$ cat config.mk
export PLATFORM = sky130hd
export DESIGN_NAME = cam_gray_capture
export DESIGN_NICKNAME = d
export VERILOG_FILES = /design/src/rtl/cam_pkg.sv /design/src/rtl/rgb565_to_luma.sv /design/src/rtl/cam_gray_capture.sv
export SDC_FILE = /design/constraint.sdc
export NUM_CORES = 1
export LEC_CHECK = 0
export CORE_MARGIN = 2
export CORE_UTILIZATION = 40
export DETAILED_ROUTE_END_ITERATION = 12
export HOLD_SLACK_MARGIN = 0.12
export REMOVE_ABC_BUFFERS = 1
export SLEW_MARGIN = 40
export SYNTH_ARGS = -nofsm -noshare
export SYNTH_HDL_FRONTEND = slang
export SYNTH_SLANG_ARGS = --single-unit
$ cat constraint.sdc
create_clock -name PixelClk -period 7.8 [get_ports PixelClk]
set_input_delay 1.56 -clock PixelClk [delete_from_list [all_inputs] [get_ports PixelClk]]
set_output_delay 1.56 -clock PixelClk [all_outputs]
set_load 0.05 [all_outputs]
$ cat src/rtl/cam_pkg.sv
// Shared types and constants for the camera gray capture path.
// FSM states, luma weights and default crop window.
package cam_pkg;

    typedef enum logic [1:0] {
        WAIT_VS  = 2'd0,
        WAIT_ACT = 2'd1,
        ACTIVE   = 2'd2
    } cam_state_e;

    localparam int CAM_IMG_W = 640;
    localparam int CAM_IMG_H = 480;

    localparam logic [7:0] LUMA_KR = 8'd77;
    localparam logic [7:0] LUMA_KG = 8'd150;
    localparam logic [7:0] LUMA_KB = 8'd29;

endpackage

$ cat src/rtl/rgb565_to_luma.sv
// RGB565 byte pair to 8-bit luma, three registered stages.
// Stage A expands, stage B multiplies, stage C sums and shifts.
module rgb565_to_luma
    import cam_pkg::*;
(
    input  logic       clk,
    input  logic       rst,
    input  logic       vld_i,
    input  logic [7:0] byte0_i,
    input  logic [7:0] byte1_i,
    output logic       vld_o,
    output logic [7:0] luma_o
);

    logic [4:0]  r5;
    logic [5:0]  g6;
    logic [4:0]  b5;
    logic [7:0]  r8_d, g8_d, b8_d;
    logic [7:0]  r8_q, g8_q, b8_q;
    logic        va_d, va_q;
    logic [15:0] pr_d, pg_d, pb_d;
    logic [15:0] pr_q, pg_q, pb_q;
    logic        vb_d, vb_q;
    logic [15:0] sum_d;
    logic [7:0]  luma_d, luma_q;
    logic        vc_d, vc_q;

    // Next-state for all three stages; luma holds between valid pixels
    always_comb begin
        r5     = byte0_i[7:3];
        g6     = {byte0_i[2:0], byte1_i[7:5]};
        b5     = byte1_i[4:0];
        r8_d   = {r5, r5[4:2]};
        g8_d   = {g6, g6[5:4]};
        b8_d   = {b5, b5[4:2]};
        va_d   = vld_i;
        pr_d   = {8'd0, LUMA_KR} * {8'd0, r8_q};
        pg_d   = {8'd0, LUMA_KG} * {8'd0, g8_q};
        pb_d   = {8'd0, LUMA_KB} * {8'd0, b8_q};
        vb_d   = va_q;
        sum_d  = pr_q + pg_q + pb_q;
        vc_d   = vb_q;
        luma_d = vb_q ? 8'(sum_d >> 8) : luma_q;
    end

    // Pipeline registers; valids flush on reset
    always_ff @(posedge clk) begin
        if (rst) begin
            r8_q   <= '0;
            g8_q   <= '0;
            b8_q   <= '0;
            va_q   <= 1'b0;
            pr_q   <= '0;
            pg_q   <= '0;
            pb_q   <= '0;
            vb_q   <= 1'b0;
            luma_q <= '0;
            vc_q   <= 1'b0;
        end else begin
            r8_q   <= r8_d;
            g8_q   <= g8_d;
            b8_q   <= b8_d;
            va_q   <= va_d;
            pr_q   <= pr_d;
            pg_q   <= pg_d;
            pb_q   <= pb_d;
            vb_q   <= vb_d;
            luma_q <= luma_d;
            vc_q   <= vc_d;
        end
    end

    assign vld_o  = vc_q;
    assign luma_o = luma_q;

endmodule

$ cat src/rtl/cam_gray_capture.sv
// DVP RGB565 capture: frame sync FSM, byte pairing, crop, luma.
// Status pulses ride a delay line matching the luma pipeline.
module cam_gray_capture
    import cam_pkg::*;
#(
    parameter int IMG_W = CAM_IMG_W,
    parameter int IMG_H = CAM_IMG_H
) (
    input  logic       PixelClk,
    input  logic       reset,
    input  logic [7:0] cam_data,
    input  logic       cam_href,
    input  logic       cam_vsync,
    output logic [7:0] pixdata,
    output logic       hsync,
    output logic       vsync,
    output logic       frame_done,
    output logic       line_err
);

    localparam logic [9:0] W_LIM = 10'(IMG_W);
    localparam logic [8:0] H_LIM = 9'(IMG_H);

    cam_state_e  state_d, state_q;
    logic [7:0]  data_d, data_q;
    logic        href_d, href_q;
    logic        vend_d, vend_q;
    logic        vstart_d, vstart_q;
    logic        vsync_d, vsync_q;
    logic        phase_d, phase_q;
    logic [7:0]  byte0_d, byte0_q;
    logic        in_line_d, in_line_q;
    logic [9:0]  pix_d, pix_q;
    logic [8:0]  line_d, line_q;
    logic [2:0]  lerr_d, lerr_q;
    logic [2:0]  done_d, done_q;
    logic        pix_fire, line_end, lerr_ev, pix_vld;

    // Frame FSM on raw inputs; input register gates href outside ACTIVE
    always_comb begin
        state_d = state_q;
        case (state_q)
            WAIT_VS:  if (cam_vsync)  state_d = WAIT_ACT;
            WAIT_ACT: if (!cam_vsync) state_d = ACTIVE;
            ACTIVE:   if (cam_vsync)  state_d = WAIT_ACT;
            default:  state_d = WAIT_VS;
        endcase
        data_d   = cam_data;
        href_d   = (state_q == ACTIVE) && cam_href && !cam_vsync;
        vend_d   = (state_q == ACTIVE) && cam_vsync;
        vstart_d = (state_q == WAIT_ACT) && !cam_vsync;
    end

    // Byte pairing, pixel/line counters and crop decision
    always_comb begin
        pix_fire  = href_q && phase_q;
        line_end  = in_line_q && !href_q && !vend_q;
        pix_vld   = pix_fire && (pix_q < W_LIM) && (line_q < H_LIM);
        lerr_ev   = line_end && !((pix_q == W_LIM) && !phase_q);
        phase_d   = href_q ? ~phase_q : 1'b0;
        byte0_d   = (href_q && !phase_q) ? data_q : byte0_q;
        in_line_d = href_q;
        pix_d     = pix_q;
        if (!href_q)
            pix_d = '0;
        else if (pix_fire && (pix_q != 10'h3FF))
            pix_d = pix_q + 10'd1;
        line_d = line_q;
        if (vstart_q)
            line_d = '0;
        else if (line_end && (line_q != 9'h1FF))
            line_d = line_q + 9'd1;
    end

    // Status delay line and vsync output level
    always_comb begin
        lerr_d  = {lerr_q[1:0], lerr_ev};
        done_d  = {done_q[1:0], vend_q};
        vsync_d = vsync_q;
        if (done_q[1])
            vsync_d = 1'b1;
        if ((state_q == WAIT_ACT) && !cam_vsync)
            vsync_d = 1'b0;
    end

    // Control and datapath state registers
    always_ff @(posedge PixelClk) begin
        if (reset) begin
            state_q   <= WAIT_VS;
            data_q    <= '0;
            href_q    <= 1'b0;
            vend_q    <= 1'b0;
            vstart_q  <= 1'b0;
            vsync_q   <= 1'b1;
            phase_q   <= 1'b0;
            byte0_q   <= '0;
            in_line_q <= 1'b0;
            pix_q     <= '0;
            line_q    <= '0;
            lerr_q    <= '0;
            done_q    <= '0;
        end else begin
            state_q   <= state_d;
            data_q    <= data_d;
            href_q    <= href_d;
            vend_q    <= vend_d;
            vstart_q  <= vstart_d;
            vsync_q   <= vsync_d;
            phase_q   <= phase_d;
            byte0_q   <= byte0_d;
            in_line_q <= in_line_d;
            pix_q     <= pix_d;
            line_q    <= line_d;
            lerr_q    <= lerr_d;
            done_q    <= done_d;
        end
    end

    rgb565_to_luma u_luma (
        .clk     (PixelClk),
        .rst     (reset),
        .vld_i   (pix_vld),
        .byte0_i (byte0_q),
        .byte1_i (data_q),
        .vld_o   (hsync),
        .luma_o  (pixdata)
    );

    assign vsync      = vsync_q;
    assign frame_done = done_q[2];
    assign line_err   = lerr_q[2];

endmodule

==> impl_metrics.ini, run 1 <==
[global_route]
grt_pass1_wl_um = 22380
grt_pass1_vias = 4953
antenna_found_initial = 0
overflow = 0
track_usage = 0.1528
grt_max_degree = 53

[critical_path]
worstPathRequired_ns = 8.08
cp-end-kind = flip-flop
crit_path_start = u_luma.g8_q[6]$_SDFF_PP0_
worstPathArrival_ns = 4.13
r2r_slack_ns = 3.96
critPathKind = flip-flop to flip-flop
r2r-start = u_luma.g8_q[6]$_SDFF_PP0_
path_max_fanout = 8
cp-start-kind = flip-flop

[clocking]
post_cts_buffers = 0
ctsResizeCount = 0
cts_buffer_depth = 2
cts_hold_buf = 0
htree_levels = 4
clock_latency_ns = 0.41
clockRootBuffer = clkbuf_16
clk_pin_slew_ns = 0.05
tritoncts = yes
cts_buffers = 17
cts.sinks = 119

[die]
fp-row-count = 48
start_util = 0.4077
fp.coreArea_mm2 = 0.01718
die_h_um = 136.3
die_w_um = 136.3
dieArea_mm2 = 0.01858
ioPinCount = 24

[timing]
finalMaxSlewViolations = 0
max_slew_margin = 0.5445
post-route-period-util = 0.4926
skew_ns = 0.005868
setup_violations = 0
grt_setup_unrepaired = false
layout_setup_ws_ns = 3.958
fmax_mhz = 260.3
period_minus_slack_ns = 3.842
final.setup.tns_ns = 0
tightest_slew_ns = 0.6833
hold_viol_final = 0

[status]
outcome = finished, violations left
violations = DRC

[yosys]
synthAdderAreaFrac = 0.3112
synth_cells = 698
synth_seq_area_share = 0.3402
yosys_warnings = 0
synth_top_family_by_area = adder cells
synth-main-ff-cell = dfxtp_1
async_flop_share = 0
synth_edf_count = 0
synth.area.mux_share = 0.004288
ys_types = 57
netlist_area_mm2 = 0.007003
synth_xor_area_frac = 0.05003
synth_compound_area_frac = 0.09719
syn_avg_cell_area_um2 = 10.03
synthSimpleGateAreaFrac = 0.1494
yosys_register_bits = 119

[power]
power.internal_mw = 1.172
p_comb_frac = 0.066
vdd_drop_max_mv = 0.1633
swShare = 0.2301
p_per_area_mw_per_mm2 = 188.5
power_leakage_nw = 3.865
p_sw_mw = 0.3503
seqPwrFrac = 0.416
p_clk_frac = 0.519

[placed_design]
pre_cts_slack_ns = 3.921
io_buffers = 23
gp_congestion = 0.8330
hpwl_um = 10080

[drt]
vias = 4677
drtIter0Drc = 171
drc = 2
wl_per_cell_um = 13.17
viasPerCell = 4.837
finalWirelength_um = 12730
drt_pass1_iterations = 8
ant_nets = 0

[run]
cap_viol_max_count = 0

[cells_and_area]
syn_to_final_growth_pct = 15.31
final_common_cell = dfxtp_1
drive_gt1_frac = 0.06065
n_antenna_cell = 0
fillerInstances = 1626
layout.cells.most_common_list = dfxtp_1 (119), ha_1 (115), inv_1 (77)
fin_nets = 893

[min_path]
hold_path.class = flip-flop to flip-flop
min_from = lerr_q[1]$_SDFF_PP0_
==> power by group through the flow <==
stage | Sequential (mW) | Combinational (mW) | Clock (mW)
floorplan | 0.643 | 0.0691 | 0
global placement | 0.646 | 0.0980 | 0
detailed placement | 0.646 | 0.100 | 0
CTS | 0.633 | 0.102 | 0.808
global route | 0.635 | 0.117 | 0.835
finish | 0.633 | 0.100 | 0.789
==> final timing paths <==
check	cells after the start	end
max	13	u_luma.pg_q[14]$_SDFF_PP0_
min	1	lerr_q[2]$_SDFF_PP0_
max reg2reg	13	u_luma.pg_q[14]$_SDFF_PP0_
min reg2reg	1	lerr_q[2]$_SDFF_PP0_
==> synthesized netlist by cell type, types with 2 or more instances <==
| cell type | count | area [µm²] |
|---|---|---|
| xor2_1 | 23 | 201.4 |
| a21boi_0 | 3 | 22.52 |
| and3_1 | 5 | 31.28 |
| nor4b_1 | 2 | 17.52 |
| ha_1 | 115 | 1439 |
| a311oi_1 | 2 | 17.52 |
| nor2b_1 | 50 | 312.8 |
| nand3_1 | 4 | 20.02 |
| a21oi_1 | 23 | 115.1 |
| o21a_1 | 4 | 30.03 |
| o22ai_1 | 3 | 18.77 |
| nand2_1 | 16 | 60.06 |
| a21o_1 | 6 | 45.04 |
| xnor2_1 | 17 | 148.9 |
| clkbuf_1 | 12 | 45.04 |
| a211oi_1 | 8 | 60.06 |
| a32o_1 | 2 | 20.02 |
| dfxtp_1 | 119 | 2382 |
| o21bai_1 | 2 | 15.01 |
| o21ai_0 | 14 | 70.07 |
| nor2_1 | 68 | 255.2 |
| or3_1 | 4 | 25.02 |
| o21ai_1 | 3 | 15.01 |
| fa_1 | 37 | 740.7 |
| inv_1 | 77 | 289.0 |
| and4_1 | 2 | 17.52 |
| nor3_1 | 19 | 95.09 |
| nand4_1 | 7 | 43.79 |
| o22a_1 | 8 | 70.07 |
| o21ai_2 | 2 | 17.52 |
| nand2b_1 | 12 | 75.07 |
| or2_2 | 2 | 12.51 |
| mux2i_1 | 3 | 30.03 |
==> cell families (layout without fill, tap and decap cells) <==
| logic type | after synthesis | in the layout |
|---|---|---|
| xor gates and xnor gates | 40 | 40 |
| DFF | 119 | 119 |
| buffers and inverters | 89 | 133 |
| AOI/OAI and AO/OA | 95 | 95 |
| muxes | 3 | 3 |
| and+or+nand+nor | 200 | 200 |
| adders and majority gates | 152 | 152 |
==> sequential cells by signal, summed over array words and instances, names as in the netlist, 3 cells and up <==
name / cells
done_q: 3
byte0_q: 8
u_luma.pr_q: 15
u_luma.r8_q: 5
pix_q: 10
u_luma.pg_q: 15
u_luma.pb_q: 13
lerr_q: 3
line_q: 9
u_luma.luma_o: 8
u_luma.g8_q: 6
u_luma.b8_q: 5
data_q: 8
==> layout make-up <==
class / instances / area, µm² / share of cell area
clock buffer: 19 / 432.9 / 0.05361
clock inverter: 13 / 170.2 / 0.02107
inverter: 77 / 289.0 / 0.03579
multi-input combinational: 490 / 4287 / 0.5308
sequential: 119 / 2382 / 0.2950
tap: 225 / 281.5 / 0.03486
timing repair buffer: 24 / 232.7 / 0.02882
==> worst max-delay path, cell delays in order, from the launching register on <==
cell	delay [ns]
dfxtp_1	0.52
ha_1	0.30
ha_1	0.28
inv_1	0.06
fa_1	0.50
fa_1	0.52
inv_1	0.04
ha_1	0.31
o21ai_1	0.12
nand2b_1	0.12
a31oi_4	0.21
o21ai_2	0.09
and3_1	0.17
or4_1	0.49
==> per-stage QoR <==
stage	total power, mW	std cells	hold slack (ns)	cell area [µm²]	util
final	1.522	967	0.4441	8075	0.4701
after global placement	0.7441	935	0.4295	7472	0.4350
after CTS	1.543	967	0.4502	8075	0.4701
after floorplan	0.7125	686	0.4138	6958	-
after global routing	1.587	967	0.4725	8075	0.4701
after detailed placement	0.7467	935	0.4308	7472	0.4350
==> routing by layer <==
| layer | wire length, µm | track usage |
|---|---|---|
| met2 | 6229 | 0.2661 |
| met4 | 109 | 0.04572 |
| met1 | 6033 | 0.1837 |
| met5 | 0 | 0 |
| met3 | 361 | 0.04139 |
Note: power is estimated with default switching activity, not from simulation.
==> run 2: changes to the inputs <==
==> constraint.sdc (replaced) <==
create_clock -name PixelClk -period 3.5 [get_ports PixelClk]
set_input_delay 0.7 -clock PixelClk [delete_from_list [all_inputs] [get_ports PixelClk]]
set_output_delay 0.7 -clock PixelClk [all_outputs]
set_load 0.05 [all_outputs]
==> run 2 against run 1 <==
Net effect:
- the flow now finishes without violations
- non-clock buffer count up 18
- critical path type unchanged
- global-route usage up 0.27 points
- largest power group unchanged
- combinational power up 130%
- clock power up 120%
- critical path depth unchanged
- critical endpoint unchanged
- clock skew up 0.0025 ns
- die area unchanged
- final area up 2.9%
- sequential power up 120%
- cell count up 1.9%
==> impl_metrics.ini, run 2 (same netlist as run 1, synthesis figures left out) <==
[placed_design]
dp_cells = 953
io_buffers = 23
gp_congestion = 0.8075
pre_cts_slack_ns = -0.07707
hpwl_um = 10380
placed_area_mm2 = 0.007607

[min_path]
min_to = lerr_q[2]$_SDFF_PP0_
holdPathStages = 1
min_from = lerr_q[1]$_SDFF_PP0_
hold_path.class = flip-flop to flip-flop

[cells_and_area]
stdcell_area_mm2 = 0.008308
fin_util = 0.4837
layout.cells.most_common_list = dfxtp_1 (115), ha_1 (111), inv_1 (75)
drive_gt1_frac = 0.1066
n_antenna_cell = 0
syn_to_final_growth_pct = 18.64
fin_nets = 911
stdcell_count = 985
final_common_cell = dfxtp_1
top_regs = u_luma.pg_q (15), u_luma.pr_q (15), u_luma.pb_q (13)
fillerInstances = 1627

[die]
fp-row-count = 48
ioPinCount = 24
start_util = 0.4077
dieArea_mm2 = 0.01858
fp.coreArea_mm2 = 0.01718
die_h_um = 136.3
die_w_um = 136.3

[drt]
drc = 0
ant_nets = 0
vias = 4742
viasPerCell = 4.814
drt_pass1_iterations = 6
wl_per_cell_um = 13.14
finalWirelength_um = 12950
drtIter0Drc = 163

[critical_path]
ff2ff_path_depth = 13
crit_buf_inv = 2
cp-end-kind = flip-flop
r2r-end = u_luma.pg_q[14]$_SDFF_PP0_
worst-path-stages = 13
critPathKind = flip-flop to flip-flop
crit_family = adder cells
cp_slowest_cell = or4_1
worstPathArrival_ns = 3.63
path_max_fanout = 3
r2r-start = u_luma.g8_q[6]$_SDFF_PP0_
cp-start-kind = flip-flop
worstPathRequired_ns = 3.79
worstPathCellList = ha_4, ha_1, inv_2, fa_1, fa_1, inv_2, ha_4, o21ai_2, nand2b_1, a31oi_4, o21ai_2, a2111oi_2, or4_1
r2r_slack_ns = 0.16
cp_slowest_stage_delay_ns = 0.51

[global_route]
overflow = 0
track_usage = 0.1554
grt_pass1_vias = 4960
grt_pass1_wl_um = 22670
antenna_found_initial = 0
grt_max_degree = 39

[timing]
layout_setup_ws_ns = 0.1588
setup_violations = 0
whs_ns = 0.4403
fmax_mhz = 299.3
tightest_slew_ns = 0.7229
max_slew_margin = 0.5181
skew_ns = 0.008394
hold_viol_final = 0
post-route-period-util = 0.9546
grt_setup_unrepaired = false
finalMaxSlewViolations = 0
period_minus_slack_ns = 3.341

[clocking]
tritoncts = yes
htree_levels = 4
clockRootBuffer = clkbuf_16
cts_buffer_depth = 2
cts.sinks = 119
clock_latency_ns = 0.41
clk_pin_slew_ns = 0.06
cts_hold_buf = 0
cts_buffers = 17

[status]
outcome = completed

[power]
vdd_drop_max_mv = 0.3358
power_leakage_nw = 3.973
p_per_area_mw_per_mm2 = 407.9

[run]
cap_viol_max_count = 0
run 2: cell count changes in the layout (fill, tap and decap cells not counted), sizes merged:
cell / delta
clkbuf: +1
inv: +1
clkinvlp: -1
bufinv: -1
buf: +18
run 2: how the worst max path moves through the flow:
stage                                          from                    endpoint  slack [ns]
after floorplan           u_luma.g8_q[6]$_SDFF_PP0_  u_luma.pg_q[14]$_SDFF_PP0_       -0.12
after global placement    u_luma.g8_q[6]$_SDFF_PP0_  u_luma.pg_q[14]$_SDFF_PP0_       -0.02
after detailed placement  u_luma.g8_q[6]$_SDFF_PP0_  u_luma.pg_q[14]$_SDFF_PP0_       -0.08
after CTS                 u_luma.g8_q[6]$_SDFF_PP0_  u_luma.pg_q[14]$_SDFF_PP0_        0.01
after global routing      u_luma.r8_q[5]$_SDFF_PP0_  u_luma.pr_q[14]$_SDFF_PP0_       0.008
final                     u_luma.g8_q[6]$_SDFF_PP0_  u_luma.pg_q[14]$_SDFF_PP0_        0.16
run 2: final cells by class:
| class | count | area [µm²] | area share |
|---|---|---|---|
| clock inverters | 12 | 141.4 | 0.01702 |
| clock buffers | 20 | 466.7 | 0.05617 |
| inverters | 77 | 289.0 | 0.03479 |
| flip-flops and latches | 119 | 2387 | 0.2873 |
| multi-input cells | 490 | 4374 | 0.5265 |
| repair buffers | 42 | 367.9 | 0.04428 |
| well taps | 225 | 281.5 | 0.03389 |
run 2: metrics by stage:
stage / setup TNS (ns) / power (mW)
2_1_floorplan: -0.1214 / 1.588
3_3_place_gp: -0.01580 / 1.664
3_5_place_dp: -0.1007 / 1.672
4_1_cts: 0 / 3.434
5_1_grt: 0 / 3.544
6_report: 0 / 3.389
run 2: what timing repair did:
action,4_1_cts,5_1_grt
endpoints found under the setup margin,2,11
gates resized for setup,3,17
hold endpoints to repair,0,0
setup buffers,0,0
pin swaps,2,11
run 2: power breakdown:
group / total (mW) / switching (mW) / internal (mW) / leakage (nW)
registers: 1.41 / 0.0237 / 1.39 / 0.967
clock network: 1.75 / 0.632 / 1.11 / 0.294
logic: 0.233 / 0.128 / 0.105 / 2.71
total: 3.39 / 0.784 / 2.61 / 3.97
run 2: per-layer routing:
layer  global-route usage  share of wire
met5                    0              0
met4              0.06192          0.023
met3              0.04288          0.026
met2               0.2596           0.47
met1               0.1893           0.48
==> run 3: changes to the inputs <==
--- a/config.mk
+++ b/config.mk
@@ -7,6 +7,7 @@
 export LEC_CHECK = 0
 export CORE_MARGIN = 2
 export CORE_UTILIZATION = 40
+export CTS_CLUSTER_DIAMETER = 40
 export DETAILED_ROUTE_END_ITERATION = 12
 export HOLD_SLACK_MARGIN = 0.12
 export REMOVE_ABC_BUFFERS = 1
==> results of run 3 <==
No change in the layout: final DEF, timing and power equal those of run 2.
